### src/rtl/srl_fifo_pkg.sv
// Shared types and helpers for the SRL FIFO: count-width function and the
// occupancy update encoding used by the control logic.
package srl_fifo_pkg;

  typedef enum logic [1:0] {
    OP_IDLE = 2'b00,
    OP_WR   = 2'b01,
    OP_RD   = 2'b10,
    OP_WRRD = 2'b11
  } fifo_op_e;

  // Bits needed to hold an occupancy of 0..cap inclusive.
  function automatic int calc_cw(input int cap);
    return $clog2(cap + 1);
  endfunction

endpackage

### src/rtl/srl_fifo_v2_storage.sv
// Shift-register storage: new data enters at index 0, older entries move up.
// No reset and no flags, so it maps onto SRL primitives.
module srl_fifo_v2_storage #(
  parameter int DATA_WIDTH = 32,
  parameter int ADDR_WIDTH = 4,
  parameter int DEPTH      = 16
) (
  input  logic                  clk,
  input  logic                  we,
  input  logic [ADDR_WIDTH-1:0] addr,
  input  logic [DATA_WIDTH-1:0] din,
  output logic [DATA_WIDTH-1:0] dout
);

  logic [DATA_WIDTH-1:0] mem [DEPTH];

  always_ff @(posedge clk) begin
    if (we) begin
      mem[0] <= din;
      for (int i = 1; i < DEPTH; i++) begin
        mem[i] <= mem[i-1];
      end
    end
  end

  // Explicit compare-select keeps the read legal when DEPTH < 2**ADDR_WIDTH.
  always_comb begin
    dout = '0;
    for (int i = 0; i < DEPTH; i++) begin
      if (addr == ADDR_WIDTH'(i)) dout = mem[i];
    end
  end

endmodule

### src/rtl/srl_fifo_v2.sv
// SRL-based FIFO with registered count/full/empty/almost-full flags and an
// optional registered output stage (OUT_REG=1 adds one entry of capacity).
module srl_fifo_v2
  import srl_fifo_pkg::*;
#(
  parameter  int DATA_WIDTH = 32,
  parameter  int ADDR_WIDTH = 4,
  parameter  int DEPTH      = 16,
  parameter  int OUT_REG    = 0,
  parameter  int AF_THRESH  = 14,
  localparam int CAP        = DEPTH + OUT_REG,
  localparam int CW         = calc_cw(CAP)
) (
  input  logic                  clk,
  input  logic                  reset,
  input  logic                  if_write_ce,
  input  logic                  if_write,
  input  logic [DATA_WIDTH-1:0] if_din,
  output logic                  if_full_n,
  output logic                  if_almost_full,
  input  logic                  if_read_ce,
  input  logic                  if_read,
  output logic [DATA_WIDTH-1:0] if_dout,
  output logic                  if_empty_n,
  output logic [CW-1:0]         if_count
);

  if (DEPTH < 2 || DEPTH > (1 << ADDR_WIDTH)) begin : g_bad_depth
    $error("srl_fifo_v2: DEPTH must be in 2..2**ADDR_WIDTH");
  end
  if (AF_THRESH < 1 || AF_THRESH > CAP) begin : g_bad_af
    $error("srl_fifo_v2: AF_THRESH must be in 1..CAP");
  end

  // Handshake: a write transfers when if_write & if_write_ce & if_full_n,
  // a read when if_read & if_read_ce & if_empty_n; flags are the registered
  // pre-edge values, so a full FIFO refuses a write even if it is read.
  logic                  wr_acc;
  logic                  rd_acc;
  logic                  srl_pop;
  logic                  out_valid_next;
  logic [CW-1:0]         srl_cnt;
  logic [CW-1:0]         srl_next;
  logic [CW-1:0]         count_next;
  logic [ADDR_WIDTH-1:0] ptr;
  logic [DATA_WIDTH-1:0] srl_dout;
  fifo_op_e              op;

  assign wr_acc = if_write & if_write_ce & if_full_n & ~reset;
  assign rd_acc = if_read & if_read_ce & if_empty_n & ~reset;
  assign ptr    = ADDR_WIDTH'(srl_cnt - CW'(1));

  srl_fifo_v2_storage #(
    .DATA_WIDTH (DATA_WIDTH),
    .ADDR_WIDTH (ADDR_WIDTH),
    .DEPTH      (DEPTH)
  ) u_storage (
    .clk  (clk),
    .we   (wr_acc),
    .addr (ptr),
    .din  (if_din),
    .dout (srl_dout)
  );

  if (OUT_REG != 0) begin : g_out_reg
    logic                  out_valid;
    logic                  load_out;
    logic [DATA_WIDTH-1:0] out_reg;

    // Refill the output register whenever it is empty or being consumed.
    assign load_out = (srl_cnt != '0) & (~out_valid | rd_acc) & ~reset;
    assign srl_pop  = load_out;
    assign if_dout  = out_reg;

    always_comb begin
      out_valid_next = out_valid;
      if (load_out)    out_valid_next = 1'b1;
      else if (rd_acc) out_valid_next = 1'b0;
    end

    always_ff @(posedge clk) begin
      if (reset) begin
        out_valid <= 1'b0;
        out_reg   <= '0;
      end else begin
        out_valid <= out_valid_next;
        if (load_out) out_reg <= srl_dout;
      end
    end
  end else begin : g_direct
    assign srl_pop        = rd_acc;
    assign out_valid_next = 1'b0;
    assign if_dout        = srl_dout;
  end

  always_comb begin
    op = fifo_op_e'({srl_pop, wr_acc});
    case (op)
      OP_WR:   srl_next = srl_cnt + CW'(1);
      OP_RD:   srl_next = srl_cnt - CW'(1);
      default: srl_next = srl_cnt;
    endcase
    count_next = srl_next + CW'(out_valid_next);
  end

  always_ff @(posedge clk) begin
    if (reset) begin
      srl_cnt        <= '0;
      if_count       <= '0;
      if_full_n      <= 1'b1;
      if_empty_n     <= 1'b0;
      if_almost_full <= 1'b0;
    end else begin
      srl_cnt        <= srl_next;
      if_count       <= count_next;
      if_full_n      <= (count_next < CW'(CAP));
      if_empty_n     <= (OUT_REG != 0) ? out_valid_next : (count_next != '0);
      if_almost_full <= (count_next >= CW'(AF_THRESH));
    end
  end

  a_count_range : assert property (@(posedge clk) disable iff (reset)
    (if_count <= CW'(CAP)) && (srl_cnt <= CW'(DEPTH)));

endmodule

### config.mk
export PLATFORM = sky130hd
export DESIGN_NAME = srl_fifo_v2
export DESIGN_NICKNAME = d
export VERILOG_FILES = /design/src/rtl/srl_fifo_pkg.sv /design/src/rtl/srl_fifo_v2_storage.sv /design/src/rtl/srl_fifo_v2.sv
export SDC_FILE = /design/constraint.sdc
export NUM_CORES = 1
export LEC_CHECK = 0
export CAP_MARGIN = 5
export CORE_ASPECT_RATIO = 0.6
export CORE_MARGIN = 1.5
export CORE_UTILIZATION = 40
export CTS_CLUSTER_DIAMETER = 200
export DETAILED_ROUTE_END_ITERATION = 8
export MAX_ROUTING_LAYER = met4
export PLACE_DENSITY = 0.64
export SLEW_MARGIN = 20
export SYNTH_ARGS = -nofsm -noshare
export SYNTH_HDL_FRONTEND = slang
export SYNTH_SLANG_ARGS = --single-unit
export TNS_END_PERCENT = 30
### constraint.sdc
create_clock -name clk -period 20.7 [get_ports clk]
set_input_delay 6.21 -clock clk [delete_from_list [all_inputs] [get_ports clk]]
set_output_delay 6.21 -clock clk [all_outputs]
set_load 0.005 [all_outputs]
=== After elaboration in Yosys (flattened, before gate mapping) ===
Memories as Yosys holds them, arrays and structs flattened.
Index checks and enable logic that the tools add are counted.
W data, S select, Z words.

* Memories: 1
* Word-level logic and storage cells: 54
* Input bits: 38
* RAM bits: 512
* Register bits: 8
* Output and inout bits: 40

* Reduce and logical (&&, ||, !) cells: 2
* $add $sub $neg: 2
* Multiplexer cells: 19
* Order comparisons: 2
* Equality and inequality tests: 17
* Bitwise operators: 7

{| class="wikitable"
|+ Memory list
! memory !! depth !! bits a word !! read ports !! clocked after memory_dff !! wr ports !! line !! source
|-
| u_storage.mem || 16 || 32 || 16 || 0 || 16 || srl_fifo_v2_storage.sv:15 || <nowiki>logic [DATA_WIDTH-1:0] mem [DEPTH];</nowiki>
|}

{| class="wikitable"
|+ Operators with widths
! cell !! count
|-
| $mux W32 || 16
|-
| $eq A4 B4 Y1 const B || 8
|-
| $eq A4 B3 Y1 const B || 4
|-
| $pmux W5 S2 || 1
|-
| $eq A4 B2 Y1 const B || 2
|-
| $and A1 B1 Y1 || 6
|-
| $add A5 B1 Y5 const B || 1
|-
| $ge A5 B4 Y1 const B || 1
|-
| $lt A5 B5 Y1 const B || 1
|-
| $reduce_bool A5 Y1 || 1
|-
| $sub A5 B1 Y5 const B || 1
|-
| $eq A4 B1 Y1 const B || 1
|-
| $logic_not A4 Y1 || 1
|-
| $eq A2 B1 Y1 const B || 1
|-
| $eq A2 B2 Y1 const B || 1
|-
| $mux W1 || 2
|-
| $not A1 Y1 || 1
|}

=== Longest topological paths before layout ===
Gate-level depths: netlist of run 1.

* Depth after elaboration: 18
* Mapped depth: 12

=== Hierarchy ===
Synthesis of run 1 repeated with hierarchy kept, for this count alone.

* Cells, all modules: 1340
* Area total of the unflattened synthesis: 21446.8 µm²

{| class="wikitable"
|+ By module, submodules not included
! module !! times used !! seq. area each (µm²) !! area an instance (µm²) !! cells each
|-
| srl_fifo_v2_storage || 1 || 15374.7 || 20886.3 || 1274
|-
| srl_fifo_v2 || 1 || 160.2 || 560.5 || 66
|}

=== Worst setup path before layout of run 1 ===
OpenSTA, ideal clock, no wires.

* Kind: in2reg
* From: input reset
* To: register if_empty_n
* Arrival time: 18419 ps
* Library setup time: 74 ps
* Cell stages on the path: 10
* Path buffers: 2
* Required time: 20626 ps
* Path slack: 2207 ps
* Cells stage by stage: clkbuf_1 > nand4b_1 > inv_1 > ha_1 > clkbuf_1 > nor4b_1 > a21oi_1 > nand2_1 > a211oi_1 > a31oi_1

* Cells in the longest elaborated chain, start to end: 5

{| class="wikitable"
|+ Ends and longest elaborated chain
! item !! line !! source
|-
| start: declaration || srl_fifo_v2.sv:15 || <nowiki>input logic reset,</nowiki>
|-
| $not A1 Y1 (*) || srl_fifo_v2.sv:49 || <nowiki>assign wr_acc = if_write & if_write_ce & if_full_n & ~reset;</nowiki>
|-
| $and A1 B1 Y1 (*) || srl_fifo_v2.sv:49 ||
|-
| via u_storage.we || srl_fifo_v2_storage.sv:9 || <nowiki>input logic we,</nowiki>
|-
| $eq A2 B2 Y1 / $eq A2 B1 Y1 (equally long branches) || srl_fifo_v2.sv:98 || <nowiki>case (op)</nowiki>
|-
| $pmux W5 S2 (*) || srl_fifo_v2.sv:98 ||
|-
| $reduce_bool A5 Y1 (*) || srl_fifo_v2.sv:117 || <nowiki>if_empty_n <= (OUT_REG != 0) ? out_valid_next : (count_next != '0);</nowiki>
|-
| end signal: assignment || srl_fifo_v2.sv:117 ||
|-
| end: declaration || srl_fifo_v2.sv:24 || <nowiki>output logic if_empty_n,</nowiki>
|}

The timed path passes the listed nets; every way through them passes the cells marked *.
A chain may end at the register's enable or synchronous reset.

=== Worst setup path in the final report of run 1 ===
* From: register srl_cnt[0]
* To: output if_dout[20]

* Cells in the longest elaborated chain, start to end: 18

{| class="wikitable"
|+ Ends and longest elaborated chain
! item !! line !! source
|-
| start: declaration || srl_fifo_v2.sv:42 || <nowiki>logic [CW-1:0] srl_cnt;</nowiki>
|-
| start signal: assignment || srl_fifo_v2.sv:114 || <nowiki>srl_cnt <= srl_next;</nowiki>
|-
| $sub A5 B1 Y5 (*) || - ||
|-
| $logic_not A4 Y1 || srl_fifo_v2_storage.sv:30 || <nowiki>if (addr == ADDR_WIDTH'(i)) dout = mem[i];</nowiki>
|-
| $mux W32 (15 in a row) || srl_fifo_v2_storage.sv:30 ||
|-
| $mux W32 (*) || srl_fifo_v2_storage.sv:30 ||
|-
| end: declaration || srl_fifo_v2.sv:23 || <nowiki>output logic [DATA_WIDTH-1:0] if_dout,</nowiki>
|}

Mark *: on every way between the ends. The rest lies on a longest branch, timed or not.

==> results of run 1 <==
kinds of logic after synthesis:
kind of cell | Yosys count | share of synthesized area
simple gates | 243 | 0.0541
compound gates | 500 | 0.170
buf+inv | 128 | 0.0268
flops | 520 | 0.739
mux | 15 | 0.00714
fa+ha+maj | 6 | 0.00357
how the worst min path moves through the flow:
stage | to | startpoint | cells past startpoint
after floorplan | u_storage.mem[3][29]$_DFFE_PP_ | u_storage.mem[2][61]$_DFFE_PP_ | 0
after global placement | u_storage.mem[6][62]$_DFFE_PP_ | u_storage.mem[6][30]$_DFFE_PP_ | 0
after detailed placement | u_storage.mem[6][50]$_DFFE_PP_ | u_storage.mem[6][18]$_DFFE_PP_ | 0
after CTS | u_storage.mem[7][57]$_DFFE_PP_ | u_storage.mem[7][25]$_DFFE_PP_ | 0
after global routing | u_storage.mem[7][57]$_DFFE_PP_ | u_storage.mem[7][25]$_DFFE_PP_ | 0
final | u_storage.mem[7][57]$_DFFE_PP_ | u_storage.mem[7][25]$_DFFE_PP_ | 0
metal layers:
layer,track usage,part of all wire,up-vias
met5,-,0,-
met4,0.0402,0.015,0
met3,0.0473,0.11,76
met2,0.245,0.39,711
met1,0.323,0.49,6534
li1,-,-,5787
worst max-delay path, stage by stage, from the launching register on:
cell and delay, ps:
dfxtp_1 710, ha_1 250, buf_4 350, nor2b_4 890, buf_4 600, a22oi_1 130, o21ai_0 670, a221oi_2 180
o311a_1 180, o22ai_1 230, clkdlybuf4s50_1 560
where the power goes:
group          internal [µW]  leakage (µW)  switching (µW)
Combinational           50.3       0.00205            79.5
Clock                    508      0.000779             393
Sequential              1180       0.00477            14.1
Total                   1740       0.00759             486
per-stage QoR:
stage,util,total power (µW),std cells
finish,0.468,2230,2192
global route,0.468,2300,2192
CTS,0.467,2240,2190
detailed placement,0.436,1340,2100
global placement,0.436,1340,2100
floorplan,-,1300,1412
state kept, by name, summed over array words and instances, names as in the netlist:
name / flops
u_storage.mem: 512
if_full_n: 1
srl_cnt: 5
if_empty_n: 1
if_almost_full: 1
placed cells by master (no fill, tap or decap), drive strengths merged, types with 8 or more instances in the layout:
cell type	count
a211o	14
a211oi	21
a21o	17
a21oi	85
a221o	20
a221oi	45
a22oi	18
a2bb2oi	15
buf	26
clkbuf	51
clkdlybuf4s50	77
clkinv	30
dfxtp	8
edfxtp	512
inv	23
mux2i	15
nand2	50
nand2b	18
nand3	11
nand4	16
nor2	118
nor2b	8
o2111ai	14
o211ai	38
o21ai	105
o22ai	49
o2bb2ai	13
o311a	14
cell type report:
type	instances	share of cell area
Clock buffer	51	0.0512
Clock inverter	39	0.0147
Inverter	22	0.00374
Multi-Input combinational cell	764	0.207
Sequential cell	520	0.645
Tap cell	693	0.0360
Timing Repair Buffer	103	0.0423
==> impl_metrics.toml, run 1 <==
[route]
antenna_left = 0
via_per_inst = 5.98
drt-initial-drc-count = 2010
drt-total-wl_um = 52800
vias = 13100
drc = 0
routedWlPerCell_um = 24.1
drt_pass1_iterations = 6

[clock_network]
cts_made_buffers = 49
cts_setup_buffers = 0
numClockSinks = 520
cts_tree = "done"
postCtsHoldBufs = 0
clk_latency_ps = 580
cts_root_buf = "clkbuf_16"
cts-resized-gates = 0
cts_htree_levels = 2
clk_pin_slew_worst_paths_ps = 70
clockBufferDepth = 3

[finish]
stdcell_area_um2 = 24100
multi_input_area_um2 = 4980
drive_gt1_frac = 0.0881
ff_latch_area_um2 = 15500
syn_to_final_growth_pct = 14.5
nNetsFinal = 1504
fillCellCount = 4413
insertedDiodeCount = 0

[synthesis]
synth_nets = 1456
synthTopCellsByArea = "edfxtp_1, nor2_1, o21ai_0"
synth_top_area_share = 0.731
synth.avg_cell_area_um2 = 14.9
synth_edf_count = 512
synth_most_common_cell = "edfxtp_1"
ys_async_sr_fraction = 0
yosysWarnings = 0
synth-seq-cells = 520
yosysSeqAreaShare = 0.739
synth_ff_type = "edfxtp_1"
synth_common_cells = "edfxtp_1, nor2_1, o21ai_0, a21oi_1, clkbuf_1"
syn_area_um2 = 21000
synth_cell_types = 72
netlist_instances = 1412
yosys.area.top_type = "edfxtp_1"

[sta]
relSlewSlack = 0.246
fin_crit_sh = 0.559
holdWs_ps = 439
finalHoldViolCount = 0
setup_viol = 0
tightest_slew_ps = 1120
tns_ps = 0
drv_slew = 0
clock-skew-final_ps = 13.7
grt_setup_unrepaired = "false"
min_period_ps = 11560
finalWorstSetupSlack_ps = 9140
clock.fmax_mhz = 86.5

[critical_path]
critPathMaxFanout = 37
crit_arrival_ps = 5350
ff2ff_setup_slack_ps = 17390
r2r_end = "if_empty_n$_SDFF_PP0_"
setup.worst_path.start = "srl_cnt[0]$_SDFF_PP0_"
cp-start-kind = "flop"
endpoint = "if_dout[20]"
end_kind = "output port"
worstPathRequired_ps = 14490
crit_type = "flop to output port"
rr_startpoint = "srl_cnt[0]$_SDFF_PP0_"
ff2ff_path_depth = 6

[min_path]
min_path_type = "flop to flop"

[global_route]
grt_usage = 0.199
antenna_found_initial = 0
grt_pass1_wl_um = 80100
grt_start_max_net_pins = 204
grt.overflow.total = 0
first_global_vias = 12200

[run]
maxCapViolCount = 0

[floorplanning]
die_y_um = 181
start_util = 0.409
dieArea_um2 = 54000
rows = 64
dieWidth_um = 299
design.core.area_um2 = 51400
ioPinCount = 78

[placed_design]
port_buffers = 77
place_area_um2 = 22400
gp_congestion = 0.894
place_ws_ps = 9680
dp_hpwl_um = 32400

[pwr]
p_leak_uw = 0.00759
vdd_drop_max_mv = 0.0489
power_density_nw_per_um2 = 92.4

[outcome]
status = "completed"
No activity file was read; power rests on OpenSTA's default activity.
==> run 2, diff against run 1 <==
--- a/config.mk
+++ b/config.mk
@@ -12,7 +12,7 @@
 export CTS_CLUSTER_DIAMETER = 200
 export DETAILED_ROUTE_END_ITERATION = 8
 export MAX_ROUTING_LAYER = met4
-export PLACE_DENSITY = 0.64
+export PLACE_DENSITY = 0.66
 export SLEW_MARGIN = 20
 export SYNTH_ARGS = -nofsm -noshare
 export SYNTH_HDL_FRONTEND = slang
==> constraint.sdc (replaced) <==
create_clock -name clk -period 9.6 [get_ports clk]
set_input_delay 2.88 -clock clk [delete_from_list [all_inputs] [get_ports clk]]
set_output_delay 2.88 -clock clk [all_outputs]
set_load 0.005 [all_outputs]
==> impl_metrics.toml, run 2 (synthesis gave the netlist of run 1 again) <==
[outcome]
status = "completed"

[clock_network]
postCtsHoldBufs = 0
clk_pin_slew_worst_paths_ps = 60
cts_root_buf = "clkbuf_16"
cts_setup_buffers = 0
clk_latency_ps = 580
clockBufferDepth = 3
numClockSinks = 520
cts_htree_levels = 2
cts-resized-gates = 0
cts_made_buffers = 50
cts_tree = "done"

[global_route]
grt.overflow.total = 0
grt_start_max_net_pins = 170
grt_pass1_wl_um = 76500
first_global_vias = 12000
grt_usage = 0.187
antenna_found_initial = 0

[route]
antenna_left = 0
via_per_inst = 5.90
vias = 12900
drc = 0
drt-initial-drc-count = 1921
routedWlPerCell_um = 22.9
drt-total-wl_um = 50200
drt_pass1_iterations = 5

[sta]
min_period_ps = 8040
tightest_slew_ps = 1050
grt_setup_unrepaired = "false"
drv_slew = 0
holdWs_ps = 436
clock-skew-final_ps = 12.1
finalHoldViolCount = 0
relSlewSlack = 0.298
fin_crit_sh = 0.838
setup_viol = 0
clock.fmax_mhz = 124

[finish]
drive_gt1_frac = 0.0837
nNetsFinal = 1502
final_cells = 2186
syn_to_final_growth_pct = 13.6
final_common_cell = "edfxtp_1"
insertedDiodeCount = 0
fillCellCount = 4384
final_cell_mix = "edfxtp_1, nor2_1, o21ai_0, a21oi_1, clkdlybuf4s50_1"
largest_reg_flops = 512
largestRegisters = "u_storage.mem x512, srl_cnt x5"
top_register = "u_storage.mem"

[critical_path]
crit_arrival_ps = 5160
crit_chain = "inv_1, ha_1, nand2b_1, nor3_4, buf_4, o21ai_2, nand3_1, a211oi_1, o21ai_1, clkdlybuf4s50_1"
critPathMaxFanout = 34
rr_startpoint = "srl_cnt[0]$_SDFF_PP0_"
cp-start-kind = "flop"
cp.buffers_inverters = 3
worstPathRequired_ps = 6720
crit_type = "flop to output port"
path_delay_family = "compound AO/OA/AOI/OAI gates"
cpMaxStageDelayCell = "dfxtp_1"
end_kind = "output port"
setup.worst_path.start = "srl_cnt[0]$_SDFF_PP0_"
slowest_delay_ps = 720

[run]
maxCapViolCount = 0

[placed_design]
dp_cells = 2099
dp_hpwl_um = 31200
gp_congestion = 0.914
port_buffers = 77

[floorplanning]
dieWidth_um = 299
ioPinCount = 78
die_y_um = 181
rows = 64
start_util = 0.409
dieArea_um2 = 54000
design.core.area_um2 = 51400

[min_path]
min_path_type = "flop to flop"
hp-start = "u_storage.mem[1][6]$_DFFE_PP_"

[pwr]
p_leak_uw = 0.00748
power_density_nw_per_um2 = 193
vdd_drop_max_mv = 0.111
[run 2: cell types whose count changed in the layout (fill, tap and decap cells not counted), moves of 2 or more]
cell,previous run,this run
a211oi_1,21,17
a211oi_2,0,4
buf_16,2,0
bufinv_16,6,0
clkbuf_1,2,14
clkinv_1,18,15
clkinv_2,11,4
inv_6,0,2
[run 2: per-layer routing]
| layer | wire length [µm] | global-route usage |
|---|---|---|
| met1 | 24400 | 0.301 |
| met2 | 19300 | 0.226 |
| met3 | 5610 | 0.0515 |
| met4 | 828 | 0.0404 |
| met5 | 0 | - |
[run 2: through the flow]
step	setup TNS (ps)	setup WS, ps	util	total power, µW	area (µm²)
2_1_floorplan	-877450	-2490	-	2790	21100
3_3_place_gp	0	2320	0.437	2890	22500
3_5_place_dp	0	2190	0.437	2890	22500
4_1_cts	0	1570	0.465	4650	23900
5_1_grt	0	1260	0.465	4770	23900
6_report	0	1560	0.465	4620	23900
[run 2: layout make-up]
type,instances,area [µm²],area share
clock buffer,64,1300,0.0546
timing repair buffer,100,956,0.0400
inverter,22,86.3,0.00361
multi-input combinational,764,5020,0.210
clock inverter,23,123,0.00513
sequential,520,15500,0.650
tap,693,867,0.0363
[run 2: where the power goes]
| part | leakage [µW] | total (µW) | switching [µW] | internal [µW] |
|---|---|---|---|---|
| Sequential | 0.00477 | 2580 | 29.1 | 2550 |
| Clock | 0.000690 | 1770 | 812 | 955 |
| Combinational | 0.00202 | 276 | 170 | 106 |
[run 2: final timing paths]
check / endpoint / slack [ps] / depth (start not counted)
hold / removal: u_storage.mem[1][38]$_DFFE_PP_ / 440 / 0
hold reg to reg: u_storage.mem[1][38]$_DFFE_PP_ / 440 / 0
setup reg to reg: if_empty_n$_SDFF_PP0_ / 6660 / 7
setup / recovery: if_dout[27] / 1560 / 10
==> run 3, diff against run 2 <==
--- a/config.mk
+++ b/config.mk
@@ -12,7 +12,7 @@
 export CTS_CLUSTER_DIAMETER = 200
 export DETAILED_ROUTE_END_ITERATION = 8
 export MAX_ROUTING_LAYER = met4
-export PLACE_DENSITY = 0.66
+export PLACE_DENSITY = 0.64
 export SLEW_MARGIN = 20
 export SYNTH_ARGS = -nofsm -noshare
 export SYNTH_HDL_FRONTEND = slang
==> constraint.sdc (replaced) <==
create_clock -name clk -period 8.2 [get_ports clk]
set_input_delay 2.46 -clock clk [delete_from_list [all_inputs] [get_ports clk]]
set_output_delay 2.46 -clock clk [all_outputs]
set_load 0.005 [all_outputs]
==> impl_metrics.toml, run 3 (synthesis gave the netlist of run 1 again) <==
[sta]
finalHoldViolCount = 0
relSlewSlack = 0.238
drv_slew = 0
clock.fmax_mhz = 132
setup_viol = 0
holdWs_ps = 438
tightest_slew_ps = 1140
min_period_ps = 7590
finalWorstSetupSlack_ps = 610
fin_crit_sh = 0.926
clock-skew-final_ps = 13.4
grt_setup_unrepaired = "false"

[critical_path]
worstPathRequired_ps = 5740
rr_startpoint = "srl_cnt[0]$_SDFF_PP0_"
end_kind = "output port"
critPathMaxFanout = 20
r2r_end = "if_empty_n$_SDFF_PP0_"
ff2ff_setup_slack_ps = 5070
crit_arrival_ps = 5130
crit_chain = "inv_1, ha_1, or3b_2, o31ai_2, buf_4, nand2_1, a311oi_1, o221ai_1, a21oi_1, clkdlybuf4s50_1"
path_delay_family = "compound AO/OA/AOI/OAI gates"
slowest_delay_ps = 830
cp.buffers_inverters = 3
cpMaxStageDelayCell = "or3b_2"
ff2ff_path_depth = 8
crit_type = "flop to output port"
cp-start-kind = "flop"

[clock_network]
cts_htree_levels = 2
cts_root_buf = "clkbuf_16"
clk_pin_slew_worst_paths_ps = 60
cts-resized-gates = 0
clockBufferDepth = 3
cts_made_buffers = 50
numClockSinks = 520
cts_setup_buffers = 0
clk_latency_ps = 580
cts_tree = "done"
postCtsHoldBufs = 0

[placed_design]
gp_congestion = 0.899
place_ws_ps = 1240
dp_hpwl_um = 32200
port_buffers = 77

[finish]
fin_util = 0.469
final_cell_mix = "edfxtp_1, nor2_1, o21ai_0, a21oi_1, clkdlybuf4s50_1"
largestRegisters = "u_storage.mem x512, srl_cnt x5"
largest_reg_flops = 512
nNetsFinal = 1512
final_common_cell = "edfxtp_1"
drive_gt1_frac = 0.0903
syn_to_final_growth_pct = 14.7
top_register = "u_storage.mem"

[min_path]
hold_end = "u_storage.mem[1][46]$_DFFE_PP_"
min_path_type = "flop to flop"
hp-start = "u_storage.mem[1][14]$_DFFE_PP_"
worstHoldPathCells = 0

[floorplanning]
ioPinCount = 78
rows = 64
design.core.area_um2 = 51400
die_y_um = 181
dieWidth_um = 299
start_util = 0.409
dieArea_um2 = 54000

[route]
vias = 13100
drt-total-wl_um = 53000
routedWlPerCell_um = 24.1
drc = 0
drt-initial-drc-count = 1939
via_per_inst = 5.94
drt_pass1_iterations = 6
antenna_left = 0

[pwr]
vdd_drop_max_mv = 0.121
p_sw_frac = 0.217
p_leak_uw = 0.00759
switching_power_uw = 1210
power_density_nw_per_um2 = 231
p_comb_frac = 0.059
p_int_uw = 4370
power.share.clock = 0.401
seqPwrFrac = 0.540

[global_route]
grt_usage = 0.198
grt_pass1_wl_um = 79600
grt.overflow.total = 0
antenna_found_initial = 2
first_global_vias = 12000
grt_start_max_net_pins = 194

[run]
maxCapViolCount = 0

[outcome]
status = "completed"
-- run 3: metal layers --
layer | GRT usage | vias to the layer above | part of all wire
met5 | - | - | 0
li1 | - | 5815 | -
met3 | 0.0535 | 53 | 0.11
met1 | 0.318 | 6518 | 0.49
met4 | 0.0396 | 0 | 0.013
met2 | 0.244 | 690 | 0.39
-- run 3: cell type report --
cell class,instances,area [µm²]
clock buffers,62,1320
multi-input cells,764,5010
diodes,2,5.00
fillers,4411,27300
repair buffers,110,1080
inverters,22,86.3
clock inverters,28,233
flip-flops and latches,520,15500
well taps,693,867
-- run 3: stage by stage --
step            TNS, ps  instance area [µm²]  instances  power [µW]
6_report              0                24100       2201        5580
2_1_floorplan  -1387050                21100       1412        3270
5_1_grt               0                24100       2201        5750
4_1_cts               0                24100       2199        5620
3_3_place_gp          0                22500       2107        3390
3_5_place_dp          0                22600       2109        3400
-- run 3: worst max path at each step --
stage                     slack, ps  cells after the start               endpoint                  start
after CTS                       650                      9             if_dout[4]  srl_cnt[0]$_SDFF_PP0_
final                           610                     10            if_dout[29]  srl_cnt[0]$_SDFF_PP0_
after floorplan               -3470                     10  if_empty_n$_SDFF_PP0_                  reset
after global placement         1270                      9            if_dout[29]  srl_cnt[0]$_SDFF_PP0_
after detailed placement       1240                      9             if_dout[4]  srl_cnt[0]$_SDFF_PP0_
after global routing            470                     10            if_dout[29]  srl_cnt[0]$_SDFF_PP0_
-- run 3: power groups by stage --
stage / combinational [µW] / clock [µW] / sequential [µW]
final: 330 / 2230 / 3010
after global routing: 353 / 2380 / 3020
after CTS: 327 / 2270 / 3010
after detailed placement: 325 / 0 / 3070
after global placement: 324 / 0 / 3070
after floorplan: 185 / 0 / 3080
